### src/rtl/port_short_monitor.sv
// Port short supervisor: watches signed ADC codes of the port node and flags a short
// when the node sits near 0 V long enough; keeps a short counter and peak magnitude.
module port_short_monitor #(
  parameter int W         = 12,
  parameter int THRESH    = 4,
  parameter int ASSERT_N  = 8,
  parameter int RELEASE_N = 16,
  parameter int CNT_W     = 8
) (
  input  logic             clk,
  input  logic             rst,
  input  logic             enable,
  input  logic             clear,
  input  logic             sample_valid,
  input  logic [W-1:0]     sample,
  output logic             short_flag,
  output logic             short_event,
  output logic [CNT_W-1:0] event_count,
  output logic [W-2:0]     peak_mag,
  output logic [1:0]       state
);

  localparam int RUN_MAX = (ASSERT_N > RELEASE_N) ? ASSERT_N : RELEASE_N;
  localparam int RUN_W   = $clog2(RUN_MAX + 1);
  localparam logic [RUN_W-1:0] ASSERT_C  = RUN_W'(ASSERT_N);
  localparam logic [RUN_W-1:0] RELEASE_C = RUN_W'(RELEASE_N);
  localparam logic [W-2:0]     THRESH_C  = (W-1)'(THRESH);

  typedef enum logic [1:0] {
    IDLE    = 2'd0,
    OPEN    = 2'd1,
    SUSPECT = 2'd2,
    SHORTED = 2'd3
  } state_t;

  state_t            state_q;
  logic [RUN_W-1:0]  run_q;
  logic [RUN_W-1:0]  run_inc;
  logic              short_flag_q;
  logic              short_event_q;
  logic [CNT_W-1:0]  count_q;
  logic [W-2:0]      peak_q;

  logic signed [W-1:0] sample_s;
  logic [W-2:0]        mag;
  logic                in_band;
  logic                take;
  logic                enter_short;

  // |x| with the most negative code clamped so the result fits in W-1 bits
  function automatic logic [W-2:0] abs_sat(input logic signed [W-1:0] x);
    logic signed [W-1:0] neg;
    neg = -x;
    if (x[W-1]) begin
      if (x[W-2:0] == '0) return '1;
      return neg[W-2:0];
    end
    return x[W-2:0];
  endfunction

  function automatic logic [CNT_W-1:0] sat_inc(input logic [CNT_W-1:0] c);
    return (c == '1) ? c : c + 1'b1;
  endfunction

  assign sample_s = signed'(sample);
  assign mag      = abs_sat(sample_s);
  assign in_band  = (mag <= THRESH_C);
  assign take     = enable & sample_valid;
  assign run_inc  = run_q + 1'b1;

  assign enter_short = take && in_band &&
                       ((state_q == OPEN && ASSERT_N == 1) ||
                        (state_q == SUSPECT && run_inc == ASSERT_C));

  always_ff @(posedge clk or posedge rst) begin
    if (rst) begin
      state_q       <= IDLE;
      run_q         <= '0;
      short_flag_q  <= 1'b0;
      short_event_q <= 1'b0;
      count_q       <= '0;
      peak_q        <= '0;
    end else begin
      short_event_q <= 1'b0;
      // Disable wins over any sample-driven transition; no release is counted
      if (!enable) begin
        state_q      <= IDLE;
        run_q        <= '0;
        short_flag_q <= 1'b0;
      end else if (enter_short) begin
        state_q       <= SHORTED;
        run_q         <= '0;
        short_flag_q  <= 1'b1;
        short_event_q <= 1'b1;
      end else begin
        case (state_q)
          IDLE: state_q <= OPEN;
          OPEN: begin
            if (take && in_band) begin
              state_q <= SUSPECT;
              run_q   <= RUN_W'(1);
            end
          end
          SUSPECT: begin
            if (take) begin
              if (in_band) begin
                run_q <= run_inc;
              end else begin
                state_q <= OPEN;
                run_q   <= '0;
              end
            end
          end
          SHORTED: begin
            if (take) begin
              if (in_band) begin
                run_q <= '0;
              end else if (run_inc == RELEASE_C) begin
                state_q      <= OPEN;
                run_q        <= '0;
                short_flag_q <= 1'b0;
              end else begin
                run_q <= run_inc;
              end
            end
          end
          default: state_q <= IDLE;
        endcase
      end

      // clear overrides the increment and peak update of the same edge
      if (clear) begin
        count_q <= '0;
        peak_q  <= '0;
      end else begin
        if (enter_short) count_q <= sat_inc(count_q);
        if (take && mag > peak_q) peak_q <= mag;
      end
    end
  end

  assign short_flag  = short_flag_q;
  assign short_event = short_event_q;
  assign event_count = count_q;
  assign peak_mag    = peak_q;
  assign state       = state_q;

endmodule

### config.mk
export PLATFORM = sky130hd
export DESIGN_NAME = port_short_monitor
export DESIGN_NICKNAME = d
export VERILOG_FILES = /design/src/rtl/port_short_monitor.sv
export SDC_FILE = /design/constraint.sdc
export NUM_CORES = 1
export LEC_CHECK = 0
export CAP_MARGIN = 20
export CORE_MARGIN = 1
export CORE_UTILIZATION = 30
export DETAILED_ROUTE_END_ITERATION = 10
export PLACE_DENSITY = 0.56
export SKIP_CTS_REPAIR_TIMING = 1
export SYNTH_ARGS = -nofsm -noshare
export SYNTH_HDL_FRONTEND = slang
export SYNTH_SLANG_ARGS = --single-unit
export TNS_END_PERCENT = 1
### constraint.sdc
create_clock -name clk -period 6.7 [get_ports clk]
set_clock_uncertainty 0.15 [all_clocks]
set_input_delay 0.67 -clock clk [delete_from_list [all_inputs] [get_ports clk]]
set_output_delay 0.67 -clock clk [all_outputs]
set_load 0.01 [all_outputs]
==> impl_results.md <==
- Power per cell area: 177.3 nW/um2
- Total Power Consumption: 0.5345 mW
- TritonCTS sink count: 28
- Min-Delay Startpoint: peak_mag[3]
- Clock insertion delay at the later pin of the skew report: 270 ps
- Largest fanout on the critical path: 11
- Cell count after synthesis: 298
- Maximum clock frequency: 228.9 MHz
- Slowest cell on the critical path: sky130_fd_sc_hd__or3b_2
- Min-delay worst type: flip-flop to flip-flop
- Port bufs: 39
- Minimum clock period: 4368 ps
- Max-cap check violation count: 0
- Run status: completed
- Placeable core region: 7848 um2
- Destination of the worst hold path: peak_mag[3]
- Final Cycle Share: 0.6520
- DIE HEIGHT: 92.62 um
- Die X-Extent: 92.62 um
- Unrepaired setup endpoints after global routing: no
- Initial standard-cell utilization of the core: 0.3139
- First-pass detailed-route iteration total: 4
- Minimum setup slack in the final design: 2332 ps
- CP peak stage delay: 510 ps
- Critical path startpoint category: primary input
- Floorplan row count: 32
- Cell at the root of the clock tree: sky130_fd_sc_hd__clkbuf_8
- Worst Reg2Reg Path Length in Cells: 7
- Setup slack on the worst flop-to-flop path: 3950 ps
- Wire length per cell after detailed routing: 13.62 um
- Area of the die: 8578 um2
- Number of clock buffers inserted by TritonCTS: 3
- Unique cell type count in the Yosys netlist: 56
- Fraction of synthesis flops using an asynchronous set or reset pin: 1.000
- Cell breakdown of the critical path: clkdlybuf4s50_1 > inv_1 > ha_1 > or3b_2 > nor2_1 > nand3_1 > nand2_1 > ha_1 > nor2b_1 > o21a_1 > o21a_1 > o21a_1 > o21ai_0 > a31o_2 > mux2_2
- Clock transition at the registers of the reported paths: 100 ps
- Avg Synthesized Cell Area: 8.267 um2
- Placement Setup Slack: 2025 ps
- Maximum vdd ir drop: 0.07691 mV
- Transition time at the pin with the least slew margin: 926.1 ps
- Placed Cells incl. Taps: 430
- TritonCTS clock tree: built
- Critical setup path kind: primary input to flip-flop
- Max Slew Vio Count: 0
- Number of antenna diodes: 0
- Setup violations, final: 0
- I/O pins: 40
- Number of standard cells in the final layout excluding fillers: 434
- Number of violations reported at the end of detailed-routing iteration 0: 103
- Worst reg2reg endpoint: run_q[1]
- Top cell by count, worst path: sky130_fd_sc_hd__o21a_1
- Via count of the first global-routing pass: 2,154
- Proportion of synthesized chip area in sequential cells: 0.2844
- Top flip-flop cell by instance count after synthesis: sky130_fd_sc_hd__dfrtp_1
- Number of nets at the end of the flow: 368
- Post-Route Utilization: 0.3841
- Total global-route track usage: 0.1485
- Maximum number of pins on one net before global-route repair: 31
- Sequential Area: 700.7 um2
- First-pass GRT wire length: 10.33 mm
- Finished layout cell area: 3014 um2
- Via-per-instance ratio: 5.228
- Setup crit start: sample[0]
- Initial antenna violation count: 0
- Filler Cell Count: 834
- Worst slew margin relative to its limit: 0.3807
- Synthesis-stage register bit count: 28
- Mapped Nets: 333
- GP Congestion: 0.8926
- Final total negative setup slack: 0 ps
- Instance area at placement: 2943 um2
- HPWL reported at the end of detailed placement: 4.551 mm
- Static leakage: 1.223 nW
- Required time of the worst setup path: 6720 ps
- Worst hold path stage count: 2
- Area grow syn2layout: 22.35%
- Vias after detailed routing: 2,269
- Clock Path Buffers: 2
- H-Tree Depth: 1
- CP Capture Type: flip-flop
- Remaining design rule violation count: 0
- Multi-input logic area: 1627 um2
- Final wirelength: 5.909 mm
- Combined area of all synthesized cells: 2464 um2
- Share of post-route cells with drive strength above 1: 0.07229
- Worst slack on hold paths: 424.0 ps
- Final Hold Viols: 0
- Number of enable flip-flop cells after synthesis: 0
- Sum of overflow across all layers after global routing: 0
- R2r startpoint: state[0]
- Count of antenna-violating nets left after detailed routing: 0
- Arrival time reported for the critical path endpoint: 4390 ps
- Yosys warning total: 0
## worst max path at each step
stage / endpoint / slack [ps]
global route: peak_mag[4] / 2090
CTS: peak_mag[10] / 2320
global placement: peak_mag[4] / 2150
finish: peak_mag[10] / 2330
detailed placement: peak_mag[4] / 2020
floorplan: peak_mag[0] / 2630
## sequential cells by signal, summed over array words and instances, names as in the netlist
name and cells:
peak_mag 11, short_flag 1, run_q 5, state 2
event_count 8, short_event 1
## cells in the final DEF (no fill, tap or decap), types with 3 or more instances in the layout
cell type	instances
sky130_fd_sc_hd__nand4_1	8
sky130_fd_sc_hd__nand2b_1	18
sky130_fd_sc_hd__a21boi_0	3
sky130_fd_sc_hd__mux2_2	4
sky130_fd_sc_hd__clkbuf_8	3
sky130_fd_sc_hd__or3_1	4
sky130_fd_sc_hd__or4_1	4
sky130_fd_sc_hd__mux2i_1	10
sky130_fd_sc_hd__a31oi_1	4
sky130_fd_sc_hd__xnor2_1	5
sky130_fd_sc_hd__nand2_1	29
sky130_fd_sc_hd__inv_1	24
sky130_fd_sc_hd__o21a_1	5
sky130_fd_sc_hd__xor2_1	4
sky130_fd_sc_hd__clkdlybuf4s50_1	39
sky130_fd_sc_hd__a21oi_1	14
sky130_fd_sc_hd__o22ai_1	3
sky130_fd_sc_hd__dfrtp_1	28
sky130_fd_sc_hd__nor3_1	8
sky130_fd_sc_hd__o31ai_1	4
sky130_fd_sc_hd__nor2b_1	3
sky130_fd_sc_hd__o21ai_0	12
sky130_fd_sc_hd__nand3_1	10
sky130_fd_sc_hd__nor2_1	24
sky130_fd_sc_hd__ha_1	18
## critical path: cells and delay by family
kind,cells,cell delay [ps]
muxes,1,380
AOI/OAI and AO/OA,5,1040
and+or+nand+nor,5,1290
adders and majority gates,2,440
buffers and inverters,2,570
## synth_stat cells, types with 5 or more instances
cell type / count / area (um2)
sky130_fd_sc_hd__nand2b_1: 18 / 112.6
sky130_fd_sc_hd__o21ai_0: 12 / 60.06
sky130_fd_sc_hd__mux2i_1: 10 / 100.1
sky130_fd_sc_hd__nor2_1: 24 / 90.09
sky130_fd_sc_hd__dfrtp_1: 28 / 700.7
sky130_fd_sc_hd__o21a_1: 5 / 37.54
sky130_fd_sc_hd__nand2_1: 29 / 108.9
sky130_fd_sc_hd__inv_1: 24 / 90.09
sky130_fd_sc_hd__ha_1: 18 / 225.2
sky130_fd_sc_hd__nand4_1: 8 / 50.05
sky130_fd_sc_hd__a21oi_1: 14 / 70.07
sky130_fd_sc_hd__nand3_1: 10 / 50.05
sky130_fd_sc_hd__clkbuf_1: 8 / 30.03
sky130_fd_sc_hd__xnor2_1: 5 / 43.79
sky130_fd_sc_hd__nor3_1: 8 / 40.04
## cells by family after synthesis
group,after synthesis,share of synthesized area
fa+ha+maj,18,0.09142
xor+xnor,9,0.03199
mux,14,0.05891
flops,28,0.2844
buf+inv,34,0.05536
compound gates,68,0.1930
simple gates,127,0.2849
## report_power, final
group          internal [mW]  switching, mW  leakage, nW
combinational         0.0958          0.109        0.801
clock                 0.0800         0.0560       0.0357
sequential             0.180         0.0137        0.386
## per-layer routing
layer / GRT usage / part of all wire / vias up
met5: 0 / 0 / -
met4: 0.04103 / 0.016 / 0
met3: 0.01888 / 0.032 / 6
met2: 0.2383 / 0.46 / 43
met1: 0.2089 / 0.49 / 1071
li1: - / - / 1149
## area by class of cell
cell class	count	share of cell area
inverters	24	0.02989
flip-flops and latches	28	0.2325
repair buffers	40	0.1320
multi-input cells	236	0.5396
well taps	102	0.04234
clock buffers	3	0.01370
clock inverters	1	0.009963
No activity file was read; power rests on OpenSTA's default activity.
==> patch 1, RTL diff (config.mk and constraints unchanged) <==
Reset style: synchronous (`rst`), changed in one clocked block.
--- a/src/rtl/port_short_monitor.sv
+++ b/src/rtl/port_short_monitor.sv
@@ -74,3 +74,3 @@
 
-  always_ff @(posedge clk or posedge rst) begin
+  always_ff @(posedge clk) begin
     if (rst) begin
Function: differs if rst is asserted again (counterexample within 4 cycles, from zero or initial values and one cycle with rst high); with rst held inactive, the same outputs for 10 cycles.
==> patch 1 against the original RTL <==
- wire length down 2.2%
- cell area is 10% lower
- sequential cell count is the same
- setup slack lost 0.48 ns
- sequential share of layout area is 2.6 points lower
- global-route usage grew 0.099 points
- final cell count is 3.7% lower
- die area down 11%
- first-iteration DRC count rose by 30%
- area after synthesis down 11%
- synthesized cell count shrank 1.3%
- highest routed layer unchanged
Power is not compared: it rests on default switching activity, and its combinational part moved more than twofold at a synthesized area within 25%.
==> patch 1: results (changes against the original RTL) <==
Syn Area/Cell: 7.48 um2 (-9.6%)
Clock latency on the worst-skew pair: 0.28 ns
All-layer global routing usage: 15.0% (+0.099 points)
Worst-case reg-to-reg path depth: 9 (+2)
Delay-heaviest family, CP: compound AO/OA/AOI/OAI gates
DP Area: 2640 um2 (-10%)
DR iter-0 viols: 134 (+30%)
Max FFs per register: 11 (unchanged)
Initial antenna violation count: 0 (unchanged)
Global-route wire length before repair: 9.27 mm (-10%)
Worst-path fanout max: 11 (unchanged)
Syn Nets: 324 (-2.7%)
Fin cells: 418 (-3.7%)
Post-synth cell types: 52 (-7.1%)
Reg2Reg Setup Slack: 4.00 ns (+0.05 ns)
Layout net count: 353 (-4.1%)
Worst-path clk slew: 0.10 ns (about the same)
Port Buffers: 39 (unchanged)
Placed cells: 414 (-3.7%)
Peak supply drop: 0.000134 V
Pre-antenna DRT Iters: 4 (unchanged)
Vias in the first global route: 1914 (-11%)
Max-Slew Margin vs Limit: 43.5% (+5.5 points)
Hold slack: 0.322 ns (-0.102 ns)
Seq/Total Area, Yosys: 25.5% (-2.9 points)
CP arrival: 4.90 ns (+0.51 ns)
Async S/R FF share, synth: 0% (-100 points)
Root buffer cell: clkbuf_8
H-tree depth: 1 (unchanged)
Clock Path Buffers: 2 (unchanged)
Antenna fix cells: 0 (unchanged)
Pre-CTS setup slack: 1.67 ns (-0.351 ns)
Largest net degree at the start of global routing: 23 (-26%)
Largest cells by area after synthesis: dfxtp_1 25%, ha_1 7.4%, a21oi_1 6.8%
Share of layout cells above drive strength 1: 4.04% (-3.2 points)
Synth cell count leaders: 30 x a21oi_1, 28 x dfxtp_1, 22 x nand3_1
Gpl congestion: 0.860 (-3.7%)
Final HPWL DP: 4.36 mm (-4.3%)
Via/cell ratio: 5.41 (+3.6%)
Cts bufs inserted: 3 (unchanged)
Final WL: 5.78 mm (-2.2%)
Outcome: finished, final reports clean
Leakage: 0.895 nW
Yosys warns: 0 (unchanged)
HP Class: reg -> reg
Total negative slack: 0 ns (unchanged)
Max stage delay on crit path: 0.52 ns
Fin crit share: 72.4% (+7.2 points)
CP max-delay cell: clkdlybuf4s50_1
Hold Path Cell Cnt: 2 (unchanged)
-- patch 1: metal layers --
layer | global-route usage [%] | up-vias | wire length [um] | share of wire (%)
met1 | 21.9 | 1037 | 3000 | 52
met4 | 2.83 | 0 | 40 | 0.69
met2 | 23.0 | 52 | 2510 | 43
met3 | 2.54 | 4 | 231 | 4.0
li1 | - | 1170 | - | -
met5 | 0 | - | 0 | 0
-- patch 1: path summary, 6_finish.rpt --
check                            startpoint          end
worst min-delay path             short_flag   short_flag
worst max register to register  peak_mag[9]  peak_mag[0]
worst max-delay path              sample[0]  peak_mag[0]
worst min register to register   short_flag   short_flag
-- patch 1: kinds of logic after synthesis --
logic type      after synthesis  share of synthesized area [%]
compound gates              101                           30.3
xor+xnor                      5                           1.99
fa+ha+maj                    13                           7.40
buf+inv                      35                           6.66
flops                        28                           25.5
mux                           1                          0.455
simple gates                111                           27.7
-- patch 1: area by class of cell --
type                       instances  area [um2]
clock buffer                       3        41.3
fill                             750        4230
sequential                        28         561
timing repair buffer              40         398
clock inverter                     1        30.0
multi-input combinational        231        1490
inverter                          19        71.3
tap                               96         120
-- patch 1: worst register-to-register path, cell delays in order, from the launching register on --
cell and delay, ns:
dfxtp_1 0.37, inv_1 0.05, ha_1 0.30, a21o_1 0.16
a21oi_1 0.31, nor2b_1 0.09, a211oi_1 0.32, o211ai_1 0.40
and3_1 0.33, nor3_1 0.14
-- patch 1: where the power goes --
group          leakage [nW]  total [mW]  internal [mW]  switching, mW
combinational         0.633      0.0821         0.0349         0.0472
clock                0.0357       0.136         0.0801         0.0561
sequential            0.226       0.171          0.168        0.00271
total                 0.895       0.389          0.283          0.106
==> patch 2, RTL diff (same settings) <==
Without the edit above. Change the parameter `RELEASE_N` from 16 to 8.
--- a/src/rtl/port_short_monitor.sv
+++ b/src/rtl/port_short_monitor.sv
@@ -6,3 +6,3 @@
   parameter int ASSERT_N  = 8,
-  parameter int RELEASE_N = 16,
+  parameter int RELEASE_N = 8,
   parameter int CNT_W     = 8
Formal check against the unedited RTL: no difference found for any inputs over 10 cycles, from zero or initial values and one cycle with rst high; that may be too few to reach the edited logic, so the function may still have changed.
==> patch 2 against the original RTL <==
- global-route usage is 0.42 points lower
- largest cell class unchanged
- non-clock buffer count is 1 higher
- die area down 1.2%
- sequential cell count down 1
- count of clock-buffer cells in the layout increased by 1
- setup slack worse by 0.64 ns
- area after synthesis down 1.3%
- cell area is 3.7% lower
- wire length down 1.8%
- total power is 13% lower
==> patch 2: results (changes against the original RTL) <==
All-layer global routing usage: 14.4% (-0.42 points)
Syn Area/Cell: 8.30 um2 (+0.42%)
Final HPWL DP: 4.38 mm (-3.7%)
Clock latency on the worst-skew pair: 0.27 ns (about the same)
Root buffer cell: clkbuf_8
Final antenna-violating net count: 0 (unchanged)
Avg WL per Cell: 13.7 um (+0.71%)
Outcome: finished, final reports clean
CP arrival: 5.02 ns (+0.63 ns)
H-tree depth: 1 (unchanged)
Via/cell ratio: 5.26 (+0.61%)
Initial antenna violation count: 0 (unchanged)
Synth cell count leaders: 40 x nand2_1, 27 x dfrtp_1, 23 x inv_1
Share of layout cells above drive strength 1: 7.17% (-0.064 points)
Delay-heaviest family, CP: compound AO/OA/AOI/OAI gates
Largest cells by area after synthesis: dfrtp_1 28%, ha_1 9.8%, nand2_1 6.2%
Pre-antenna DRT Iters: 5 (+1)
Synth Flop Type: dfrtp_1
Worst-path fanout max: 9 (-2)
Syn Nets: 329 (-1.2%)
Post-synth cell types: 64 (+14%)
Via count: 2225 (-1.9%)
Clock Path Buffers: 2 (unchanged)
DR iter-0 viols: 112 (+8.7%)
Vias in the first global route: 2082 (-3.3%)
Reg2Reg Setup Slack: 3.60 ns (-0.35 ns)
Worst-path clk slew: 0.09 ns
Async S/R FF share, synth: 100% (unchanged)
Max FFs per register: 11 (unchanged)
Gpl congestion: 0.804 (-9.9%)
CP max-delay cell: or4b_1
Post-synth EDFFs: 0 (unchanged)
Peak supply drop: 0.0000973 V (+26%)
Yosys warns: 0 (unchanged)
Leakage: 1.20 nW (-2.2%)
Port Buffers: 39 (unchanged)
HP Class: reg -> reg
Cts bufs inserted: 3 (unchanged)
Global-route wire length before repair: 10.1 mm (-2.5%)
Placed cells: 419 (-2.6%)
Slew @ Worst Pin: 0.953 ns (+0.0265 ns)
Max stage delay on crit path: 0.62 ns (+0.11 ns)
Layout net count: 358 (-2.7%)
Largest net degree at the start of global routing: 29 (-6.5%)
Antenna fix cells: 0 (unchanged)
Seq/Total Area, Yosys: 27.8% (-0.66 points)
[patch 2: logic make-up (layout without fill, tap and decap cells)]
kind of cell | count (synthesis) | after routing | share of synthesized area (%)
flops | 27 | 27 | 27.8
xor+xnor | 2 | 2 | 0.720
mux | 14 | 14 | 5.92
fa+ha+maj | 19 | 19 | 9.77
simple gates | 118 | 118 | 25.6
compound gates | 73 | 73 | 21.9
buf+inv | 40 | 68 | 8.38
[patch 2: power breakdown]
| part | switching (mW) | internal [mW] |
|---|---|---|
| registers | 0.0145 | 0.174 |
| logic | 0.0989 | 0.0848 |
| clock network | 0.0514 | 0.0426 |
| total | 0.165 | 0.302 |
[patch 2: metal layers]
| metal | track usage (%) | wire length, um |
|---|---|---|
| met5 | 0 | 0 |
| met2 | 25.1 | 2850 |
| met3 | 1.99 | 139 |
| met1 | 19.2 | 2760 |
| met4 | 2.47 | 45 |
[patch 2: worst paths after layout]
path / end / cells after the start / start
worst min-delay path: event_count[6] / 1 / event_count[6]
max in group asynchronous: event_count[4] / 3 / rst
worst max-delay path: peak_mag[0] / 16 / sample[0]
worst min register to register: event_count[6] / 1 / event_count[6]
min in group asynchronous: run_q[3] / 3 / rst
worst max register to register: event_count[3] / 7 / run_q[0]
[patch 2: final cells by class]
class	count	area (um2)
fillers	817	4870
multi-input cells	226	1560
flip-flops and latches	27	676
repair buffers	41	409
well taps	102	128
inverters	23	86.3
clock buffers	4	45.0
[patch 2: per-stage QoR]
step / hold WS (ns) / area, um2 / worst slack, ns / power, mW
CTS: 0.396 / 2900 / 1.71 / 0.475
floorplan: 0.383 / 2430 / 2.25 / 0.315
global route: 0.448 / 2900 / 1.37 / 0.505
global placement: 0.377 / 2850 / 1.30 / 0.373
finish: 0.386 / 2900 / 1.69 / 0.466
detailed placement: 0.383 / 2860 / 1.44 / 0.377
